===== src/rtl/seq_det_word_scheduler_pkg.sv =====
// rtl/seq_det_word_scheduler_pkg.sv - shared types and constants for the 0110 word scheduler
package seq_det_pkg;
  typedef enum logic [1:0] {IDLE, SHIFT, DRAIN, REPORT} sched_state_t;

  localparam logic [3:0] DET_PATTERN = 4'b0110;
  localparam int         DET_LEN     = 4;
endpackage


===== src/rtl/seq_det_word_scheduler_if.sv =====
// rtl/seq_det_word_scheduler_if.sv - word in / result out handshake bundle
interface seq_det_word_scheduler_if #(
  parameter int WORD_W = 16
) ();
  localparam int CNT_W = $clog2(WORD_W + 1);

  logic              in_valid;
  logic              in_ready;
  logic [WORD_W-1:0] in_data;
  logic              out_valid;
  logic              out_ready;
  logic [CNT_W-1:0]  out_count;
  logic [WORD_W-1:0] out_mask;

  modport master (
    output in_valid, in_data, out_ready,
    input  in_ready, out_valid, out_count, out_mask
  );

  modport slave (
    input  in_valid, in_data, out_ready,
    output in_ready, out_valid, out_count, out_mask
  );
endinterface


===== src/rtl/seq_det_word_scheduler_det.sv =====
// rtl/seq_det_word_scheduler_det.sv - Moore detector for non-overlapping 0110
module sequence_detector_0110 (
  input  logic clk,
  input  logic reset,
  input  logic data_in,
  output logic detected
);
  typedef enum logic [2:0] {S_NONE, S_0, S_01, S_011, S_HIT} det_state_t;

  det_state_t state;

  // After a hit the final 0 is consumed, so matching restarts from scratch.
  always_ff @(posedge clk or posedge reset) begin
    if (reset) begin
      state <= S_NONE;
    end else begin
      case (state)
        S_NONE:  state <= data_in ? S_NONE : S_0;
        S_0:     state <= data_in ? S_01   : S_0;
        S_01:    state <= data_in ? S_011  : S_0;
        S_011:   state <= data_in ? S_NONE : S_HIT;
        S_HIT:   state <= data_in ? S_NONE : S_0;
        default: state <= S_NONE;
      endcase
    end
  end

  assign detected = (state == S_HIT);
endmodule


===== src/rtl/seq_det_word_scheduler.sv =====
// rtl/seq_det_word_scheduler.sv - shifts words MSB-first into a fresh 0110 detector
// and reports per-word hit count and hit mask.
module seq_det_word_scheduler
  import seq_det_pkg::*;
#(
  parameter int WORD_W = 16
) (
  input  logic                     clk,
  input  logic                     reset,
  seq_det_word_scheduler_if.slave  bus
);
  localparam int CNT_W = $clog2(WORD_W + 1);
  localparam int IDX_W = $clog2(WORD_W);
  localparam logic [IDX_W-1:0] LAST = IDX_W'(WORD_W - 1);

  sched_state_t      state;
  logic [WORD_W-1:0] shreg;
  logic [IDX_W-1:0]  idx;
  logic [IDX_W-1:0]  cap_idx;
  logic              det_rst;
  logic              det_bit;
  logic              det_reset;
  logic              detected;
  logic              in_ready;
  logic              out_valid;
  logic [CNT_W-1:0]  out_count;
  logic [WORD_W-1:0] out_mask;

  assign det_reset = reset | det_rst;

  sequence_detector_0110 u_det (
    .clk      (clk),
    .reset    (det_reset),
    .data_in  (det_bit),
    .detected (detected)
  );

  // detected lags the driven bit by one cycle, so hits are attributed via cap_idx.
  always_ff @(posedge clk or posedge reset) begin
    if (reset) begin
      state     <= IDLE;
      shreg     <= '0;
      idx       <= '0;
      cap_idx   <= '0;
      det_rst   <= 1'b1;
      det_bit   <= 1'b0;
      in_ready  <= 1'b1;
      out_valid <= 1'b0;
      out_count <= '0;
      out_mask  <= '0;
    end else begin
      cap_idx <= idx;
      case (state)
        IDLE: begin
          if (bus.in_valid && in_ready) begin
            shreg     <= bus.in_data;
            det_bit   <= bus.in_data[WORD_W-1];
            det_rst   <= 1'b0;
            out_count <= '0;
            out_mask  <= '0;
            idx       <= '0;
            in_ready  <= 1'b0;
            state     <= SHIFT;
          end
        end
        SHIFT: begin
          if (detected) begin
            out_mask[LAST - cap_idx] <= 1'b1;
            out_count                <= out_count + CNT_W'(1);
          end
          if (idx == LAST) begin
            state <= DRAIN;
          end else begin
            shreg   <= shreg << 1;
            det_bit <= shreg[WORD_W-2];
            idx     <= idx + IDX_W'(1);
          end
        end
        DRAIN: begin
          if (detected) begin
            out_mask[LAST - cap_idx] <= 1'b1;
            out_count                <= out_count + CNT_W'(1);
          end
          out_valid <= 1'b1;
          det_rst   <= 1'b1;
          det_bit   <= 1'b0;
          state     <= REPORT;
        end
        REPORT: begin
          if (bus.out_ready) begin
            out_valid <= 1'b0;
            in_ready  <= 1'b1;
            state     <= IDLE;
          end
        end
        default: state <= IDLE;
      endcase
    end
  end

  assign bus.in_ready  = in_ready;
  assign bus.out_valid = out_valid;
  assign bus.out_count = out_count;
  assign bus.out_mask  = out_mask;
endmodule


===== src/flat_wrapper.sv =====
// flat-port wrapper written by rule: the top's interface ports become plain ports
module seq_det_word_scheduler_flat import seq_det_pkg::*;
#(
  parameter int WORD_W = 16
)
  (clk, reset, bus_in_valid, bus_in_data, bus_out_ready, bus_in_ready, bus_out_valid, bus_out_count, bus_out_mask);
  seq_det_word_scheduler_if #(.WORD_W(WORD_W)) bus_i ();
  input  logic clk;
  input  logic reset;
  input wire logic [$bits(bus_i.in_valid)-1:0] bus_in_valid;
  input wire logic [$bits(bus_i.in_data)-1:0] bus_in_data;
  input wire logic [$bits(bus_i.out_ready)-1:0] bus_out_ready;
  output wire logic [$bits(bus_i.in_ready)-1:0] bus_in_ready;
  output wire logic [$bits(bus_i.out_valid)-1:0] bus_out_valid;
  output wire logic [$bits(bus_i.out_count)-1:0] bus_out_count;
  output wire logic [$bits(bus_i.out_mask)-1:0] bus_out_mask;
  assign bus_i.in_valid = bus_in_valid;
  assign bus_i.in_data = bus_in_data;
  assign bus_i.out_ready = bus_out_ready;
  assign bus_in_ready = bus_i.in_ready;
  assign bus_out_valid = bus_i.out_valid;
  assign bus_out_count = bus_i.out_count;
  assign bus_out_mask = bus_i.out_mask;
  seq_det_word_scheduler #(.WORD_W(WORD_W)) u_core (.clk(clk), .reset(reset), .bus(bus_i));
endmodule

===== config.mk =====
export PLATFORM = sky130hd
export DESIGN_NAME = seq_det_word_scheduler_flat
export DESIGN_NICKNAME = d
export VERILOG_FILES = /design/src/rtl/seq_det_word_scheduler_pkg.sv /design/src/rtl/seq_det_word_scheduler_if.sv /design/src/rtl/seq_det_word_scheduler_det.sv /design/src/rtl/seq_det_word_scheduler.sv /design/src/flat_wrapper.sv
export SDC_FILE = /design/constraint.sdc
export NUM_CORES = 1
export LEC_CHECK = 0
export CORE_ASPECT_RATIO = 0.9
export CORE_MARGIN = 5
export CORE_UTILIZATION = 55
export DETAILED_ROUTE_END_ITERATION = 10
export GPL_TIMING_DRIVEN = 0
export PLACE_DENSITY = 0.82
export SLEW_MARGIN = 20
export SYNTH_ARGS = -nofsm -noshare
export SYNTH_HDL_FRONTEND = slang
export SYNTH_HIERARCHICAL = 1
export SYNTH_SLANG_ARGS = --single-unit

===== constraint.sdc =====
create_clock -name clk -period 4 [get_ports clk]
set_input_delay 0.8 -clock clk [delete_from_list [all_inputs] [get_ports clk]]
set_output_delay 0.8 -clock clk [all_outputs]
set_load 0.01 [all_outputs]

# Word level (Yosys, flattened, before mapping)
# Index checks and enable logic that the tools add are counted.
word_totals:
  regBits: 53
  latch_bits: 0
  mem_bits_rw: 0
  rom_bits: 0
  in_bits: 20
  out_inout_bits: 23
  wordCells: 82
  mem_count: 0
classes:
  n_addsub: 3
  n_mul: 0
  div_mod_pow: 0
  magnitude_cmp: 2
  n_eq_ne: 13
  shift: 0
  mux: 32
  n_bitwise: 2
  reduce_logical: 19
op_table:
  columns: ["cell", "count"]
  rows:
  - ["2-to-1 mux 16 bit", 2]
  - ["one-hot mux 16 bit (2 select lines)", 1]
  - ["2-to-1 mux 15 bit", 2]
  - ["one-hot mux 15 bit (2 select lines)", 1]
  - ["OR 16 bit", 1]
  - ["AND reduction 3 bit", 5]
  - ["one-hot mux 3 bit (4 select lines)", 1]
  - ["2-to-1 mux 2 bit", 5]
  - ["2-to-1 mux 5 bit", 2]
  - ["one-hot mux 5 bit (2 select lines)", 1]
  - ["nonzero test 2 bit", 5]
  - ["2-to-1 mux 4 bit", 2]
  - ["one-hot mux 2 bit (4 select lines)", 1]
  - ["one-hot mux 4 bit (2 select lines)", 1]
  - ["2-to-1 mux 1 bit", 7]
  - ["== test 3 x 2 -> 1 bit (second input constant)", 2]
  - ["inequality test 2 x 1 -> 1 bit (second input constant)", 3]
  - ["one-hot mux 1 bit (2 select lines)", 3]
  - ["adder 5 x 1 -> 5 bit (second input constant)", 1]
  - ["< comparator 4 x 5 -> 1 bit (second input constant)", 1]
  - ["adder 4 x 1 -> 4 bit (second input constant)", 1]
  - ["demux 1 bit (select 4 bit)", 1]
  - ["== test 2 bit (second input constant)", 2]
  - ["== test 4 bit (second input constant)", 1]
  - ["15 further kinds", 19]

# Logic depth before layout (Yosys ltp)
# Gate-level depths: netlist of run 1.
depth:
  depth_word: 8
  ltp_mapped: 7
  ltp_nobuf: 5

# Hierarchy
# The synthesis of run 1 kept the hierarchy.
by_module_without_submodules:
  columns: ["module", "n_inst", "cells_each", "area_each_um2", "seq_area_each_um2"]
  rows:
  - ["seq_det_word_scheduler", 1, 239, 2483.6, 1253.7]
  - ["sequence_detector_0110", 1, 11, 136.4, 75.1]

# Least setup slack after synthesis of run 1
# No wires, ideal clock.
synth_timing:
  path_type: "input-to-reg"
  from: "input port bus_in_valid"
  to: "register u_core.state[1]"
  setup_ps: 125
  t_arrival_ps: 1623
  t_required_ps: 3875
  slack_ps: 2253
  cell_stages: 4
  n_path_buf: 1
  cell_sequence: "a21boi_2 buf_2 a221oi_2 mux2_2"
synth_between:
  elab_chain_len: 3
synth_lines:
  columns: ["element", "line", "text"]
  rows:
  - ["from (decl)", "flat_wrapper.sv:10", "input wire logic [$bits(bus_i.in_valid)-1:0] bus_in_valid;"]
  - ["logical AND 1 bit", "seq_det_word_scheduler.sv:55", "if (bus.in_valid && in_ready) begin"]
  - ["inequality test 2 x 1 -> 1 bit (no source line)", null, null]
  - ["AND reduction 3 bit (no source line)", null, null]
  - ["to (signal assigned)", "seq_det_word_scheduler.sv:63", "state <= SHIFT;"]
  - ["to (signal assigned)", "seq_det_word_scheduler.sv:72", "state <= DRAIN;"]
  - ["to (signal assigned)", "seq_det_word_scheduler.sv:87", "state <= REPORT;"]
  - ["to (decl)", "seq_det_word_scheduler.sv:16", "sched_state_t state;"]
# Every way passes these cells.
# A chain may end at the register's enable or synchronous reset.

# Worst setup path after layout of run 1
layout_timing:
  from: "register u_core.in_ready (netlist: u_core/bus.in_ready)"
  to: "output port bus_in_ready"
layout_rtl:
  columns: ["element", "line", "text"]
  rows:
  - ["from (decl)", "seq_det_word_scheduler.sv:24", "logic in_ready;"]
  - ["from (signal assigned)", "seq_det_word_scheduler.sv:47", "in_ready <= 1'b1;"]
  - ["from (signal assigned)", "seq_det_word_scheduler.sv:62", "in_ready <= 1'b0;"]
  - ["from (signal assigned)", "seq_det_word_scheduler.sv:92", "in_ready <= 1'b1;"]
  - ["to (decl)", "flat_wrapper.sv:13", "output wire logic [$bits(bus_i.in_ready)-1:0] bus_in_ready;"]
# No word-level cell between the ends.

==> results of run 1 <==
## per-layer routing
| metal | track usage | vias to the layer above | wire length (microns) |
|---|---|---|---|
| met5 | 0 | - | 0 |
| met4 | 0.0653 | 0 | 50 |
| met3 | 0.0485 | 6 | 332 |
| met2 | 0.321 | 65 | 2670 |
| met1 | 0.272 | 999 | 2540 |
| li1 | - | 1015 | - |
## logic make-up (layout without fill, tap and decap cells)
kind of cell,after synthesis,in the layout
AND/OR/NAND/NOR,89,89
XOR/XNOR,1,1
flip-flops,53,53
AO/OA/AOI/OAI,60,60
adder cells (fa/ha/maj),7,7
multiplexers,9,9
buffers and inverters,31,82
## cells in the mapped netlist (5+ instances only)
master     number  share of area
nand2b_1       11          0.026
o211ai_1        8          0.023
ha_1            7          0.033
buf_2           7          0.013
nor2_1         26          0.037
nand2_1        15          0.021
nand3_1         5         0.0095
inv_1          17          0.024
mux2i_1         7          0.027
o22ai_1         8          0.019
a41oi_1        17          0.057
a31oi_1         5          0.012
dfrtp_1        51           0.49
nand4_1         9          0.021
nor2b_1         7          0.017
a2bb2oi_1       5          0.017
## flip-flops by register name, summed over array words and instances (netlist names)
signal and cells:
u_core/state 2, u_core/bus.out_mask 16, u_core/u_det/state 3, u_core/det_bit 1, u_core/bus.in_ready 1, u_core/bus.out_count 5, u_core/cap_idx 4, u_core/det_rst 1
u_core/idx 4, u_core/shreg 15, u_core/bus.out_valid 1
## worst paths after layout
path | startpoint | end | slack (ns) | cells after the start
setup reg to reg | u_core/idx[0]$_DFFE_PP0P_ | u_core/shreg[13]$_DFFE_PP0P_ | 2.09 | 6
min in group clk | u_core/idx[1]$_DFFE_PP0P_ | u_core/cap_idx[1]$_DFF_PP0_ | 0.43 | 0
setup / recovery | u_core/bus.in_ready$_DFFE_PP1P_ | bus_in_ready | 1.73 | 1
max in group asynchronous | reset | u_core/idx[2]$_DFFE_PP0P_ | 2.69 | 3
hold / removal | u_core/det_rst$_DFFE_PP1P_ | u_core/u_det/state[2]$_DFF_PP0_ | 0.43 | 2
hold reg to reg | u_core/det_rst$_DFFE_PP1P_ | u_core/u_det/state[2]$_DFF_PP0_ | 0.43 | 2
## cell type report
cell class / instances / area share
buffer: 14 / 0.0235
multi-input combinational: 166 / 0.354
sequential: 53 / 0.408
inverter: 17 / 0.0196
tap: 62 / 0.0238
clock inverter: 3 / 0.0142
clock buffer: 5 / 0.0212
timing repair buffer: 43 / 0.135
## through the flow
stage	worst slack, ns	instances	cell area, sq um
6_report	1.73	363	3250
3_5_place_dp	1.53	355	3140
4_1_cts	1.72	363	3250
3_3_place_gp	1.05	354	3120
5_1_grt	1.68	363	3250
2_1_floorplan	2.00	250	2620
## power groups by stage
stage | sequential (uW) | clock (uW) | combinational, uW
5_1_grt | 921 | 394 | 1330
2_1_floorplan | 900 | 0 | 804
4_1_cts | 891 | 372 | 1200
3_5_place_dp | 900 | 0 | 1190
3_3_place_gp | 891 | 0 | 1150
6_report | 892 | 361 | 1200
==> flow_summary.yaml, run 1 <==
yosys:
  synthFlopType: "dfrtp_1"
  ys_seq_area_frac: 0.507
  ys_ff_latch: 53
  syn_inst: 250
  ys_warn_count: 6
  synth_compound_area_frac: 0.186
  synth_fa_ha_area_frac: 0.0334
  async_reset_ff_frac: 1.00
  synthXorXnorAreaFrac: 0.00334
  synthMuxAreaShare: 0.0353
  syn_nets: 277
  synth_top_family_by_area: "compound AO/OA/AOI/OAI gates"
  avgSynthCellArea_sq_um: 10.5
  synth_cell_type_count: 43
  synth_area_sq_um: 2620
  synthSimpleGateAreaFrac: 0.181
  synth-edff-count: 0
clocking:
  cts_max_level: 2
  cts_inserted_buffers: 5
  cts_resized: 0
  clk_pin_slew_ns: 0.09
  clock_path_buffers: 2
  postCtsSetupBuffers: 0
  cts-root-buf: "clkbuf_8"
  cts_hold_buf: 0
  cts_tree: "yes"
  clk_latency_ns: 0.30
  cts_num_sinks: 53
cells_and_area:
  final_common_cell: "dfrtp_1"
  syn_to_final_growth_pct: 24.2
  final_layout_size_suffix_gt1_frac: 0.110
  multi_input_area_sq_um: 1150
  fin_nets: 327
  fin_util: 0.715
  nFillCells: 371
  regArea_sq_um: 1330
  final_cell_mix: "dfrtp_1 (51), clkdlybuf4s50_1 (42), nor2_1 (26)"
  insertedDiodeCount: 0
detailed_routing:
  initialDrtViolationCount: 117
  drc: 0
  drt_wl_total_microns: 5590
  wire_per_inst_microns: 15.4
  route.vias.total: 2085
  detail-route-antenna-nets: 0
  via_per_inst: 5.74
  drt-pass1-iter-count: 5
setup_path:
  cp_cell_sequence: "clkdlybuf4s50_1"
  cpLargestDelayFamily: "flip-flops"
  crit_type: "flip-flop to output pin"
  cp_data_required_time_ns: 3.20
  slowest_delay_ns: 0.61
  cp.arrival_ns: 1.47
  cp.buffers_inverters: 1
  path_max_fanout: 8
  startpoint_type: "flip-flop"
  end_kind: "output pin"
  cpMaxStageDelayCell: "dfstp_2"
pwr:
  pwr-share-clk: 0.147
  finalPower_uw: 2450
  ir_drop_mv: 0.423
  leakage_uw: 0.00140
  internal_power_uw: 1470
  p_sw_uw: 982
  power_frac_comb: 0.488
  power_density_nw_per_um2: 753
  power.share.switching: 0.401
  p_seq_frac: 0.364
global_route:
  grt_usage: 0.201
  grt_pass1_wl_microns: 9460
  first_global_vias: 2009
  grt_max_degree: 34
  grt_remaining_overflow: 0
  antenna_found_initial: 0
die:
  dieWidth_microns: 82.8
  die_area_sq_um: 6250
  rows: 23
  fp.dieH_microns: 75.5
  core_sq_um: 4550
  start_util: 0.576
  io_pins: 43
place:
  dp_hpwl_microns: 4050
  io_buffers: 42
  place.gp.congestion: 0.878
timing:
  timing.fmax_ghz: 0.440
  worstMarginPinSlew_ns: 0.542
  fin_crit_sh: 0.568
  skew_ns: 0.00489
  grt_setup_unrepaired: "no"
  worst_hold_slack_ns: 0.432
  finalSetupViolations: 0
  hold_violations: 0
  tns_ns: 0
  slew_violations: 0
  period_needed_ns: 2.27
  slew_headroom: 0.637
run:
  drv_cap: 0
hold_path:
  hp-class: "flip-flop to async pin"
run_status:
  status: "completed"
No activity file was read; power rests on OpenSTA's default activity.
==> run 2: changes to the inputs <==
--- a/config.mk
+++ b/config.mk
@@ -7,10 +7,10 @@
 export LEC_CHECK = 0
 export CORE_ASPECT_RATIO = 0.9
 export CORE_MARGIN = 5
-export CORE_UTILIZATION = 55
+export CORE_UTILIZATION = 53
 export DETAILED_ROUTE_END_ITERATION = 10
 export GPL_TIMING_DRIVEN = 0
-export PLACE_DENSITY = 0.82
+export PLACE_DENSITY = 0.79
 export SLEW_MARGIN = 20
 export SYNTH_ARGS = -nofsm -noshare
 export SYNTH_HDL_FRONTEND = slang
==> constraint.sdc (replaced) <==
create_clock -name clk -period 2.2 [get_ports clk]
set_input_delay 0.44 -clock clk [delete_from_list [all_inputs] [get_ports clk]]
set_output_delay 0.44 -clock clk [all_outputs]
set_load 0.01 [all_outputs]
==> run 2 against run 1 <==
  * Routed wire length shrank 4.7%
  * Setup slack lost 1.4 ns
  * Die area grew 3.3%
  * Clock skew shrank 0.00098 ns
  * Final area shrank 0.73%
  * Count of clock-buffer cells in the layout grew 1
  * Utilization shrank 4.3 points
  * Worst hold slack lost 0.0020 ns
  * Sequential share of layout area grew 0.30 points
  * Global-route usage shrank 3.1 points
  * Critical endpoint unchanged
==> flow_summary.yaml, run 2 (synthesis gave the netlist of run 1 again) <==
cells_and_area:
  fin_util: 0.672
  top_regs: "u_core/bus.out_mask: 16 flops, u_core/shreg: 15 flops, u_core/bus.out_count: 5 flops"
  top_register: "u_core/bus.out_mask"
  largest_register_ffs: 16
  final_layout_size_suffix_gt1_frac: 0.106
  insertedDiodeCount: 0
  final_cell_mix: "dfrtp_1 (51), clkdlybuf4s50_1 (42), nor2_1 (26)"
  final_common_cell: "dfrtp_1"
  fin_nets: 327
  syn_to_final_growth_pct: 23.3
  layout.cells.non_filler: 366
timing:
  timing.fmax_ghz: 0.524
  skew_ns: 0.00391
  slew_headroom: 0.633
  setup_ws_ns: 0.291
  worst_hold_slack_ns: 0.430
  finalSetupViolations: 0
  period_needed_ns: 1.91
  fin_crit_sh: 0.868
  grt_setup_unrepaired: "no"
  slew_violations: 0
  worstMarginPinSlew_ns: 0.549
  tns_ns: 0
  hold_violations: 0
die:
  dieWidth_microns: 84.1
  io_pins: 43
  rows: 24
  start_util: 0.545
  core_sq_um: 4800
  fp.dieH_microns: 76.7
  die_area_sq_um: 6450
place:
  dp_hpwl_microns: 3940
  io_buffers: 42
  place_inst: 358
  place.gp.congestion: 0.888
  place_ws_ns: 0.0734
setup_path:
  path_max_fanout: 8
  regToRegSetupSlack_ns: 0.31
  cp.buffers_inverters: 1
  cpLargestDelayFamily: "flip-flops"
  crit_type: "flip-flop to output pin"
  cp_cell_sequence: "clkdlybuf4s50_1"
  r2r-start: "u_core/idx[0]$_DFFE_PP0P_"
  cp_data_required_time_ns: 1.76
  reg2reg_depth: 6
  r2r-end: "u_core/shreg[12]$_DFFE_PP0P_"
  cp.arrival_ns: 1.47
  cpMaxStageDelayCell: "dfstp_2"
  end_kind: "output pin"
  startpoint_type: "flip-flop"
  slowest_delay_ns: 0.61
clocking:
  cts_inserted_buffers: 5
  clock_path_buffers: 2
  clk_latency_ns: 0.30
  postCtsSetupBuffers: 0
  cts_num_sinks: 53
  clk_pin_slew_ns: 0.09
  cts_hold_buf: 0
  cts_tree: "yes"
  cts_resized: 0
  cts-root-buf: "clkbuf_8"
  cts_max_level: 2
global_route:
  grt_pass1_wl_microns: 8980
  grt_usage: 0.170
  grt_remaining_overflow: 0
  first_global_vias: 1942
  grt_max_degree: 28
  antenna_found_initial: 0
pwr:
  leakage_uw: 0.00138
  power_density_nw_per_um2: 1340
  ir_drop_mv: 1.00
detailed_routing:
  drc: 0
  initialDrtViolationCount: 108
  route.vias.total: 2049
  via_per_inst: 5.60
  drt-pass1-iter-count: 6
  detail-route-antenna-nets: 0
  drt_wl_total_microns: 5330
  wire_per_inst_microns: 14.5
hold_path:
  hp-class: "flip-flop to async pin"
run:
  drv_cap: 0
run_status:
  status: "completed"
## run 2: changes by cell type in the layout (fill, tap and decap cells not counted), sizes merged
cell	before	now
bufinv	1	0
clkinv	1	0
clkbuf	8	9
clkinvlp	1	2
## run 2: worst max-delay path by stage
| stage | from | end | slack, ns | cells after the start |
|---|---|---|---|---|
| 2_1_floorplan | u_core/state[0]$_DFFE_PP0P_ | u_core/state[1]$_DFFE_PP0P_ | 0.49 | 6 |
| 3_3_place_gp | reset | u_core/bus.out_mask[1]$_DFFE_PP0P_ | -0.39 | 2 |
| 3_5_place_dp | bus_in_valid | u_core/state[1]$_DFFE_PP0P_ | 0.07 | 5 |
| 4_1_cts | u_core/bus.in_ready$_DFFE_PP1P_ | bus_in_ready | 0.27 | 1 |
| 5_1_grt | u_core/state[1]$_DFFE_PP0P_ | u_core/idx[3]$_DFFE_PP0P_ | 0.11 | 7 |
| 6_report | u_core/bus.in_ready$_DFFE_PP1P_ | bus_in_ready | 0.29 | 1 |
## run 2: metrics by stage
step	total power [uW]	area [sq um]
after detailed placement	3790	3140
after CTS	4320	3230
final	4310	3230
after global routing	4650	3230
after floorplan	3100	2620
after global placement	3730	3120
## run 2: power by group
part           internal, uW  switching (uW)  total, uW
clock network           225             312        536
logic                   983            1180       2160
registers              1340             273       1620
total                  2550            1760       4310
## run 2: cell type report
class / count / area, sq um
Inverter: 17 / 63.8
Sequential cell: 53 / 1330
Fill cell: 398 / 1580
Clock buffer: 6 / 72.6
Buffer: 14 / 76.3
Timing Repair Buffer: 43 / 440
Clock inverter: 2 / 15.0
Multi-Input combinational cell: 166 / 1150
Tap cell: 65 / 81.3
## run 2: per-layer routing
layer | global-route usage | up-vias | part of all wire
met4 | 0.0418 | 0 | 0.0056
met3 | 0.0407 | 4 | 0.049
li1 | - | 1014 | -
met1 | 0.244 | 981 | 0.48
met5 | 0 | - | 0
met2 | 0.260 | 50 | 0.46
==> run 3: changes to the inputs <==
--- a/config.mk
+++ b/config.mk
@@ -10,6 +10,7 @@
 export CORE_UTILIZATION = 53
 export DETAILED_ROUTE_END_ITERATION = 10
 export GPL_TIMING_DRIVEN = 0
+export HOLD_SLACK_MARGIN = 0.05
 export PLACE_DENSITY = 0.79
 export SLEW_MARGIN = 20
 export SYNTH_ARGS = -nofsm -noshare
==> results of run 3 <==
Final layout, timing and power as in run 2 (identical DEF).
